$ cat src/rtl/r88_pkg.sv
// rtl/r88_pkg.sv - shared widths, FSM encoding and constants for the Rocket88 memory controller
package r88_pkg;

  localparam int R88_ADDR_W = 16;
  localparam int R88_DATA_W = 8;

  // Read data returned when the external cycle times out
  localparam logic [R88_DATA_W-1:0] R88_ERR_FILL = 8'hFF;

  typedef enum logic [2:0] {
    MC_IDLE   = 3'd0,
    MC_SETUP  = 3'd1,
    MC_ACCESS = 3'd2,
    MC_DONE   = 3'd3,
    MC_HOLD   = 3'd4
  } mc_state_e;

endpackage

$ cat src/rtl/r88_memctl_if.sv
// rtl/r88_memctl_if.sv - decoder-side and external-memory-side signal bundle of r88_memctl
interface r88_memctl_if;

  // Decoder side
  logic                            readMem;
  logic                            writeMem;
  logic                            mc_use_regAddr;
  logic [r88_pkg::R88_ADDR_W-1:0]  regAddr;
  logic                            mc_write_low;
  logic                            mc_write_high;
  logic [r88_pkg::R88_DATA_W-1:0]  intDIn;
  logic [r88_pkg::R88_DATA_W-1:0]  intDOut;
  logic                            intDOe;
  logic                            memReady;
  logic                            busError;

  // External memory side
  logic [r88_pkg::R88_ADDR_W-1:0]  extAddr;
  logic [r88_pkg::R88_DATA_W-1:0]  extDataOut;
  logic [r88_pkg::R88_DATA_W-1:0]  extDataIn;
  logic                            extRd;
  logic                            extWr;
  logic                            extAck;

  // Decoder plus external memory, i.e. everything around the controller
  modport master (
    output readMem, writeMem, mc_use_regAddr, regAddr, mc_write_low, mc_write_high, intDIn,
    output extDataIn, extAck,
    input  intDOut, intDOe, memReady, busError, extAddr, extDataOut, extRd, extWr
  );

  // The controller itself
  modport slave (
    input  readMem, writeMem, mc_use_regAddr, regAddr, mc_write_low, mc_write_high, intDIn,
    input  extDataIn, extAck,
    output intDOut, intDOe, memReady, busError, extAddr, extDataOut, extRd, extWr
  );

endinterface

$ cat src/rtl/r88_addr_latch.sv
// rtl/r88_addr_latch.sv - byte-loadable 16-bit address latch with register-file source mux
module r88_addr_latch
  import r88_pkg::*;
(
  input  logic                  clk_i,
  input  logic                  rst_ni,
  input  logic                  wr_low_i,
  input  logic                  wr_high_i,
  input  logic [R88_DATA_W-1:0] din_i,
  input  logic                  use_reg_i,
  input  logic [R88_ADDR_W-1:0] reg_addr_i,
  output logic [R88_ADDR_W-1:0] addr_o
);

  logic [R88_ADDR_W-1:0] latch_q;
  logic [R88_ADDR_W-1:0] latch_d;

  // Each byte loads independently; both may load in the same cycle
  always_comb begin
    latch_d = latch_q;
    if (wr_low_i)  latch_d[7:0]  = din_i;
    if (wr_high_i) latch_d[15:8] = din_i;
  end

  // Latch storage; a request sampled on the same edge still sees the old value
  always_ff @(posedge clk_i or negedge rst_ni) begin
    if (!rst_ni) latch_q <= '0;
    else         latch_q <= latch_d;
  end

  // Source select feeds the controller's address register, never an output directly
  assign addr_o = use_reg_i ? reg_addr_i : latch_q;

endmodule

$ cat src/rtl/r88_memctl.sv
// rtl/r88_memctl.sv - single-request external memory cycle engine with wait states and timeout
module r88_memctl
  import r88_pkg::*;
#(
  parameter int MIN_WAIT    = 0,
  parameter int ACK_TIMEOUT = 15
) (
  input  logic         sysClock,
  input  logic         resetReqN,
  r88_memctl_if.slave  bus
);

  localparam logic [4:0] MIN_W5 = 5'(MIN_WAIT);
  localparam logic [3:0] TMO    = 4'(ACK_TIMEOUT);

  mc_state_e             state_q;
  logic [R88_ADDR_W-1:0] addr_d;
  logic [R88_ADDR_W-1:0] addr_q;
  logic [R88_DATA_W-1:0] wdata_q;
  logic [R88_DATA_W-1:0] read_data_q;
  logic                  rd_q;
  logic                  err_q;
  logic [3:0]            cnt_q;
  logic                  min_ok;

  logic [R88_ADDR_W-1:0] ext_addr_q;
  logic [R88_DATA_W-1:0] ext_dout_q;
  logic                  ext_rd_q;
  logic                  ext_wr_q;
  logic [R88_DATA_W-1:0] int_dout_q;
  logic                  int_doe_q;
  logic                  mem_ready_q;
  logic                  bus_error_q;

  r88_addr_latch u_addr_latch (
    .clk_i      (sysClock),
    .rst_ni     (resetReqN),
    .wr_low_i   (bus.mc_write_low),
    .wr_high_i  (bus.mc_write_high),
    .din_i      (bus.intDIn),
    .use_reg_i  (bus.mc_use_regAddr),
    .reg_addr_i (bus.regAddr),
    .addr_o     (addr_d)
  );

  // cnt_q >= MIN_WAIT, written so that MIN_WAIT = 0 is not a constant compare
  assign min_ok = ({1'b0, cnt_q} + 5'd1) > MIN_W5;

  // Request FSM with wait counter; every bus output is a register updated here
  always_ff @(posedge sysClock or negedge resetReqN) begin
    if (!resetReqN) begin
      state_q     <= MC_IDLE;
      addr_q      <= '0;
      wdata_q     <= '0;
      read_data_q <= '0;
      rd_q        <= 1'b0;
      err_q       <= 1'b0;
      cnt_q       <= '0;
      ext_addr_q  <= '0;
      ext_dout_q  <= '0;
      ext_rd_q    <= 1'b0;
      ext_wr_q    <= 1'b0;
      int_dout_q  <= '0;
      int_doe_q   <= 1'b0;
      mem_ready_q <= 1'b0;
      bus_error_q <= 1'b0;
    end else begin
      mem_ready_q <= 1'b0;
      bus_error_q <= 1'b0;
      case (state_q)
        MC_IDLE: begin
          int_doe_q  <= 1'b0;
          int_dout_q <= '0;
          if (bus.readMem && bus.writeMem) begin
            // Conflicting request: flag it and wait for the decoder to let go
            bus_error_q <= 1'b1;
            rd_q        <= 1'b0;
            state_q     <= MC_HOLD;
          end else if (bus.readMem || bus.writeMem) begin
            addr_q <= addr_d;
            rd_q   <= bus.readMem;
            err_q  <= 1'b0;
            if (bus.writeMem) wdata_q <= bus.intDIn;
            state_q <= MC_SETUP;
          end
        end
        MC_SETUP: begin
          ext_addr_q <= addr_q;
          if (!rd_q) ext_dout_q <= wdata_q;
          ext_rd_q <= rd_q;
          ext_wr_q <= !rd_q;
          cnt_q    <= '0;
          state_q  <= MC_ACCESS;
        end
        MC_ACCESS: begin
          cnt_q <= cnt_q + 4'd1;
          // A qualifying ack beats a timeout landing on the same cycle
          if (min_ok && bus.extAck) begin
            if (rd_q) read_data_q <= bus.extDataIn;
            state_q <= MC_DONE;
          end else if (cnt_q == TMO) begin
            read_data_q <= R88_ERR_FILL;
            err_q       <= 1'b1;
            state_q     <= MC_DONE;
          end
        end
        MC_DONE: begin
          ext_rd_q    <= 1'b0;
          ext_wr_q    <= 1'b0;
          mem_ready_q <= 1'b1;
          bus_error_q <= err_q;
          int_doe_q   <= rd_q && bus.readMem;
          int_dout_q  <= (rd_q && bus.readMem) ? read_data_q : '0;
          state_q     <= MC_HOLD;
        end
        MC_HOLD: begin
          // Keep returning read data while the decoder holds the request
          int_doe_q  <= rd_q && bus.readMem;
          int_dout_q <= (rd_q && bus.readMem) ? read_data_q : '0;
          if (!bus.readMem && !bus.writeMem) state_q <= MC_IDLE;
        end
        default: state_q <= MC_IDLE;
      endcase
    end
  end

  assign bus.extAddr    = ext_addr_q;
  assign bus.extDataOut = ext_dout_q;
  assign bus.extRd      = ext_rd_q;
  assign bus.extWr      = ext_wr_q;
  assign bus.intDOut    = int_dout_q;
  assign bus.intDOe     = int_doe_q;
  assign bus.memReady   = mem_ready_q;
  assign bus.busError   = bus_error_q;

endmodule
$ cat src/flat_wrapper.sv
// flat-port wrapper written by rule: the top's interface ports become plain ports
module r88_memctl_flat import r88_pkg::*;
#(
  parameter int MIN_WAIT    = 0,
  parameter int ACK_TIMEOUT = 15
)
  (sysClock, resetReqN, bus_readMem, bus_writeMem, bus_mc_use_regAddr, bus_regAddr, bus_mc_write_low, bus_mc_write_high, bus_intDIn, bus_extDataIn, bus_extAck, bus_intDOut, bus_intDOe, bus_memReady, bus_busError, bus_extAddr, bus_extDataOut, bus_extRd, bus_extWr);
  r88_memctl_if bus_i ();
  input  logic sysClock;
  input  logic resetReqN;
  input wire logic [$bits(bus_i.readMem)-1:0] bus_readMem;
  input wire logic [$bits(bus_i.writeMem)-1:0] bus_writeMem;
  input wire logic [$bits(bus_i.mc_use_regAddr)-1:0] bus_mc_use_regAddr;
  input wire logic [$bits(bus_i.regAddr)-1:0] bus_regAddr;
  input wire logic [$bits(bus_i.mc_write_low)-1:0] bus_mc_write_low;
  input wire logic [$bits(bus_i.mc_write_high)-1:0] bus_mc_write_high;
  input wire logic [$bits(bus_i.intDIn)-1:0] bus_intDIn;
  input wire logic [$bits(bus_i.extDataIn)-1:0] bus_extDataIn;
  input wire logic [$bits(bus_i.extAck)-1:0] bus_extAck;
  output wire logic [$bits(bus_i.intDOut)-1:0] bus_intDOut;
  output wire logic [$bits(bus_i.intDOe)-1:0] bus_intDOe;
  output wire logic [$bits(bus_i.memReady)-1:0] bus_memReady;
  output wire logic [$bits(bus_i.busError)-1:0] bus_busError;
  output wire logic [$bits(bus_i.extAddr)-1:0] bus_extAddr;
  output wire logic [$bits(bus_i.extDataOut)-1:0] bus_extDataOut;
  output wire logic [$bits(bus_i.extRd)-1:0] bus_extRd;
  output wire logic [$bits(bus_i.extWr)-1:0] bus_extWr;
  assign bus_i.readMem = bus_readMem;
  assign bus_i.writeMem = bus_writeMem;
  assign bus_i.mc_use_regAddr = bus_mc_use_regAddr;
  assign bus_i.regAddr = bus_regAddr;
  assign bus_i.mc_write_low = bus_mc_write_low;
  assign bus_i.mc_write_high = bus_mc_write_high;
  assign bus_i.intDIn = bus_intDIn;
  assign bus_i.extDataIn = bus_extDataIn;
  assign bus_i.extAck = bus_extAck;
  assign bus_intDOut = bus_i.intDOut;
  assign bus_intDOe = bus_i.intDOe;
  assign bus_memReady = bus_i.memReady;
  assign bus_busError = bus_i.busError;
  assign bus_extAddr = bus_i.extAddr;
  assign bus_extDataOut = bus_i.extDataOut;
  assign bus_extRd = bus_i.extRd;
  assign bus_extWr = bus_i.extWr;
  r88_memctl #(.MIN_WAIT(MIN_WAIT), .ACK_TIMEOUT(ACK_TIMEOUT)) u_core (.sysClock(sysClock), .resetReqN(resetReqN), .bus(bus_i));
endmodule
$ cat config.mk
export PLATFORM = sky130hd
export DESIGN_NAME = r88_memctl_flat
export DESIGN_NICKNAME = d
export VERILOG_FILES = /design/src/rtl/r88_pkg.sv /design/src/rtl/r88_memctl_if.sv /design/src/rtl/r88_addr_latch.sv /design/src/rtl/r88_memctl.sv /design/src/flat_wrapper.sv
export SDC_FILE = /design/constraint.sdc
export NUM_CORES = 1
export LEC_CHECK = 0
export CORE_ASPECT_RATIO = 0.9
export CORE_MARGIN = 2
export CORE_UTILIZATION = 25
export CTS_CLUSTER_SIZE = 40
export DETAILED_ROUTE_END_ITERATION = 10
export SYNTH_ARGS = -nofsm -noshare
export SYNTH_HDL_FRONTEND = slang
export SYNTH_HIERARCHICAL = 1
export SYNTH_SLANG_ARGS = --single-unit
$ cat constraint.sdc
create_clock -name sysClock -period 2.2 [get_ports sysClock]
set_input_delay 0.44 -clock sysClock [delete_from_list [all_inputs] [get_ports sysClock]]
set_output_delay 0.44 -clock sysClock [all_outputs]
set_load 0.01 [all_outputs]
==> impl_metrics.csv, run 1 <==
group,metric,value,unit
cells_and_area,final_cell_mix,"dfrtp_1 (94), clkdlybuf4s50_1 (75), mux2_2 (70)",
setup_path,worst_setup_path_end_kind,"register",
setup_path,critPathArrivalTime,2.12,ns
setup_path,required,2.43,ns
drt,via_per_inst,4.46,
drt,num_vias,2620,
synth,yosys_warnings,6,
placement,preCtsSetupSlack,-0.0440,ns
synth,synth_area_leaders,"dfrtp_1 (57%), mux2_2 (19%), mux2_4 (3.6%), a32oi_1 (1.9%), a22o_1 (1.7%)",
placement,numPortBuffers,76,
timing,worst_pin_slew,0.741,ns
synth,ys_seq_elements,94,
setup_path,critPathKind,"in -> reg",
power,irDropWorstVdd,0.426,mV
cells_and_area,syn2layout_area_growth,32.3,%
global_routing,grt_pass1_wl,15.3,mm
global_routing,grt_pass1_vias,2829,
cells_and_area,nFillCells,1562,
placement,gp_congestion,0.803,
clock_network,htree_levels,3,
floorplanning,rows,44,
drt,route.detailed.drc,0,
timing,clock_skew,0.00559,ns
cells_and_area,finalInstanceArea,5450,sq um
timing,rsz0062_at_grt,"false",
clock_network,cts-root-buf,"clkbuf_16",
drt,wl_per_cell,16.0,um
cells_and_area,drive_above_1_share,0.308,
timing,relSlewSlack,0.506,
global_routing,grt.busiest_layer,"met2",
synth,synth_fp_nets,335,
hold_path,hold_class,"in -> async",
setup_path,start_kind,"primary input",
timing,drv_slew,0,
floorplanning,initial_core_util,0.255,
flow_run,cap_violations,0,
drt,dr.pass1.iters,4,
timing,fin_crit_sh,0.859,
synth,synth.largest_area_cell,"dfrtp_1",
global_routing,antenna_found_initial,0,
timing,finalCriticalPeriod,1.89,ns
synth,seq_area_frac_synth,0.571,
timing,layout_setup_ws,0.310,ns
global_routing,grt_usage,0.111,
clock_network,ctsResizeCount,0,
clock_network,clk_latency,0.34,ns
floorplanning,fp.coreArea,16100,sq um
clock_network,clock-sinks,94,
drt,first_iter_violations,152,
global_routing,met1_usage,0.138,
timing,timing.hold.ws,0.480,ns
power,p_leak,2.28,nW
synth,synth_area,4120,sq um
cells_and_area,seqCellArea,2350,sq um
setup_path,crit_fanout,16,
global_routing,grt_start_max_net_pins,51,
floorplanning,die_x,139,um
cells_and_area,fin_util,0.338,
timing,finalHoldViolCount,0,
clock_network,post-cts-setup-buffers,0,
cells_and_area,diodes,0,
clock_network,cts_buffer_depth,2,
synth,synthCells,290,
synth,syn_area_per_cell,14.2,sq um
timing,setup_violations,0,
setup_path,reg2regPathDepth,4,
cells_and_area,multi_input_area,1600,sq um
floorplanning,io_pins,77,
cells_and_area,fin_nets,420,
timing,clock.fmax,529,MHz
clock_network,cts_tree,"built",
clock_network,clk_pin_slew,0.07,ns
drt,routed_wl,9.39,mm
cells_and_area,layout_commonest_cell,"dfrtp_1",
synth,synth_top_area_frac,0.571,
synth,netlist-cell-type-count,41,
global_routing,grt_util_met2,0.188,
clock_network,cts_buffers,9,
global_routing,grt_use_met3,0.0228,
floorplanning,dieArea,17500,sq um
placement,dpl-instance-area,5140,sq um
run_status,run_status,"complete, no violations",
floorplanning,die_h,126,um
global_routing,grt_overflow,0,
drt,ant_nets,0,
power,powerDensity,1240,nW/um^2
placement,dp_hpwl,6.86,mm
synth_stat cells, drive strengths merged:
| cell type | count |
|---|---|
| dfrtp | 94 |
| nand2 | 6 |
| clkbuf | 3 |
| mux2 | 81 |
| a22o | 8 |
| a32oi | 9 |
| and2 | 1 |
| o22ai | 10 |
| a22oi | 1 |
| nand3b | 1 |
| nor4b | 1 |
| nor4 | 1 |
| nor4bb | 2 |
| buf | 12 |
| o21ai | 12 |
| nand2b | 4 |
| nor3b | 1 |
| and3 | 2 |
| o2bb2ai | 1 |
| nand4bb | 1 |
| o31a | 1 |
| or3b | 2 |
| ha | 5 |
| nand3 | 2 |
| a21o | 2 |
| nor3 | 2 |
| nor2 | 6 |
| a21oi | 6 |
| inv | 13 |
critical path, cell delays in order:
cell and delay, ns:
clkdlybuf4s50_1 0.51, inv_1 0.08, ha_1 0.29, nor4b_4 0.24, buf_12 0.20, mux2_2 0.34
state kept, by name, indices dropped and copies added (netlist names):
signal	flops
u_core/cnt_q	4
u_core/wdata_q	8
u_core/state_q	3
u_core/bus.extRd	1
u_core/bus.extDataOut	8
u_core/bus.extWr	1
u_core/bus.busError	1
u_core/bus.intDOut	8
u_core/addr_q	16
u_core/bus.intDOe	1
u_core/bus.extAddr	16
u_core/read_data_q	8
u_core/u_addr_latch/latch_q	16
u_core/err_q	1
u_core/bus.memReady	1
u_core/rd_q	1
repair_timing:
| item | CTS | global route |
|---|---|---|
| endpoints found under the setup margin | 0 | 0 |
| endpoints found under the hold margin | 10 | 0 |
| hold buffers | 1 | 0 |
power breakdown:
| group | switching (mW) | internal (mW) | leakage, nW | total (mW) |
|---|---|---|---|---|
| logic | 0.964 | 1.44 | 0.980 | 2.41 |
| registers | 0.495 | 2.36 | 1.16 | 2.85 |
| clock network | 0.688 | 0.815 | 0.138 | 1.50 |
| total | 2.15 | 4.61 | 2.28 | 6.76 |
stage by stage:
stage	TNS (ns)	cells	power (mW)
after detailed placement	-0.507	570	5.32
after floorplan	0	290	4.26
after global placement	-0.274	570	5.23
after CTS	0	587	6.86
final	0	587	6.76
after global routing	0	587	7.22
routing by layer:
layer	vias to the layer above	part of all wire
met3	12	0.038
met5	-	0
li1	1234	-
met1	1340	0.42
met2	34	0.52
met4	0	0.020
layout make-up:
type | count | share of cell area
Inverter | 13 | 0.00896
Clock buffer | 10 | 0.0439
Clock inverter | 6 | 0.00965
Sequential cell | 94 | 0.432
Multi-Input combinational cell | 168 | 0.294
Timing Repair Buffer | 89 | 0.164
Tap cell | 207 | 0.0476
cell families (layout without fill, tap and decap cells):
kind of cell	after synthesis	after routing	synth area share
AND/OR/NAND/NOR	32	32	0.0587
adder cells (fa/ha/maj)	5	5	0.0152
AO/OA/AOI/OAI	50	50	0.0839
multiplexers	81	81	0.231
flip-flops	94	94	0.571
buffers and inverters	28	118	0.0401
path summary, 6_finish.rpt:
kind | start | endpoint | slack (ns)
max | bus_readMem | u_core/addr_q[10] | 0.31
max in group asynchronous | resetReqN | u_core/bus.intDOut[5] | 1.04
min reg2reg | u_core/bus.extWr | u_core/bus.extWr | 0.50
min | resetReqN | u_core/bus.extAddr[11] | 0.48
max reg2reg | u_core/state_q[0] | u_core/read_data_q[1] | 0.34
min in group sysClock | u_core/bus.extWr | u_core/bus.extWr | 0.50
Power figures use the tool's default switching activity.
==> run 2: changes to the inputs <==
--- a/config.mk
+++ b/config.mk
@@ -10,6 +10,7 @@
 export CORE_UTILIZATION = 25
 export CTS_CLUSTER_SIZE = 40
 export DETAILED_ROUTE_END_ITERATION = 10
+export MAX_ROUTING_LAYER = met4
 export SYNTH_ARGS = -nofsm -noshare
 export SYNTH_HDL_FRONTEND = slang
 export SYNTH_HIERARCHICAL = 1
==> impl_metrics.csv, run 2 (same netlist as run 1, synthesis figures left out) <==
group,metric,value,unit
timing,timing.hold.ws,0.479,ns
cells_and_area,layout_commonest_cell,"dfrtp_1",
clock_network,cts-root-buf,"clkbuf_16",
placement,dp_hpwl,6.86,mm
timing,worst_pin_slew,0.724,ns
clock_network,clk_latency,0.34,ns
power,irDropWorstVdd,0.425,mV
timing,finalCriticalPeriod,1.89,ns
timing,setup_violations,0,
timing,clock.fmax,529,MHz
placement,gp_congestion,0.814,
cells_and_area,multi_input_area,1600,sq um
drt,ant_nets,0,
drt,dr.pass1.iters,4,
cells_and_area,finalInstanceArea,5450,sq um
setup_path,critPathArrivalTime,2.12,ns
setup_path,crit_chain,"clkdlybuf4s50_1, inv_1, ha_1, nor4b_4, buf_12, mux2_2",
setup_path,critPathKind,"in -> reg",
setup_path,required,2.43,ns
global_routing,grt_start_max_net_pins,51,
flow_run,cap_violations,0,
cells_and_area,diodes,0,
clock_network,cts_buffers,9,
timing,finalHoldViolCount,0,
cells_and_area,syn2layout_area_growth,32.3,%
floorplanning,die_h,126,um
cells_and_area,fin_nets,420,
drt,route.detailed.drc,0,
global_routing,grt_pass1_vias,2840,
timing,rsz0062_at_grt,"false",
setup_path,worst-path-buf-inv,3,
power,powerDensity,1240,nW/um^2
timing,tns,0,ns
cells_and_area,nFillCells,1562,
cells_and_area,final_cell_count_no_fill,587,
clock_network,clk_pin_slew,0.07,ns
placement,dpl-instance-area,5140,sq um
setup_path,timing.rr.end,"u_core/read_data_q[0]",
clock_network,htree_levels,3,
cells_and_area,final_cell_mix,"dfrtp_1 (94), clkdlybuf4s50_1 (75), mux2_2 (70)",
power,p_leak,2.28,nW
power,p_total,6.76,mW
timing,fin_crit_sh,0.859,
placement,dp.cells,570,
setup_path,r2r_setup_slack,0.36,ns
setup_path,reg2regPathDepth,4,
cells_and_area,drive_above_1_share,0.308,
global_routing,grt_usage,0.114,
setup_path,start_kind,"primary input",
floorplanning,dieArea,17500,sq um
timing,clock_skew,0.00633,ns
clock_network,clock-sinks,94,
global_routing,antenna_found_initial,0,
clock_network,post-cts-setup-buffers,0,
run_status,run_status,"complete, no violations",
setup_path,slowest_stage,"clkdlybuf4s50_1",
placement,preCtsSetupSlack,-0.0440,ns
setup_path,worst_setup_path_end_kind,"register",
floorplanning,fp.coreArea,16100,sq um
placement,numPortBuffers,76,
setup_path,reg2reg_from,"u_core/state_q[0]",
timing,drv_slew,0,
global_routing,grt_pass1_wl,15.3,mm
clock_network,cts_tree,"built",
drt,via_per_inst,4.49,
hold_path,hold_class,"in -> async",
floorplanning,initial_core_util,0.255,
global_routing,grt_overflow,0,
floorplanning,rows,44,
timing,relSlewSlack,0.517,
setup_path,crit_fanout,16,
drt,num_vias,2633,
cells_and_area,seqCellArea,2350,sq um
floorplanning,die_x,139,um
timing,layout_setup_ws,0.310,ns
drt,wl_per_cell,16.0,um
setup_path,max_stage_delay,0.51,ns
setup_path,critPathTopFamily,"buffers and inverters",
floorplanning,io_pins,77,
drt,routed_wl,9.37,mm
clock_network,cts_buffer_depth,2,
drt,first_iter_violations,144,
cells_and_area,fin_util,0.338,
## run 2: power by group
group,switching [mW],total (mW),leakage (nW),internal [mW]
clock,0.686,1.50,0.138,0.815
sequential,0.492,2.85,1.16,2.36
combinational,0.967,2.41,0.980,1.44
## run 2: area by class of cell
class                   instances  area share
clock inverters                 6     0.00965
well taps                     207      0.0476
inverters                      13     0.00896
multi-input cells             168       0.294
flip-flops and latches         94       0.432
repair buffers                 89       0.164
clock buffers                  10      0.0439
## run 2: how the worst max path moves through the flow
| stage | cells past startpoint | to | slack [ns] | start |
|---|---|---|---|---|
| floorplan | 5 | u_core/addr_q[10] | 0.45 | bus_readMem |
| finish | 6 | u_core/addr_q[10] | 0.31 | bus_readMem |
| global route | 4 | u_core/read_data_q[1] | 0.21 | u_core/state_q[0] |
| CTS | 6 | u_core/addr_q[8] | 0.30 | bus_readMem |
| global placement | 6 | u_core/addr_q[12] | -0.02 | bus_readMem |
| detailed placement | 6 | u_core/addr_q[10] | -0.04 | bus_readMem |
## run 2: timing repair
item                                   4_1_cts  5_1_grt
hold buffers                                 1        0
resized for setup                            0        0
endpoints found under the hold margin       10        0
## run 2: routing by layer
metal	global-route usage	wire length (um)	vias up
li1	-	-	1235
met1	0.135	3900	1340
met2	0.189	4860	47
met3	0.0228	410	11
met4	0.0505	195	0
met5	-	0	-
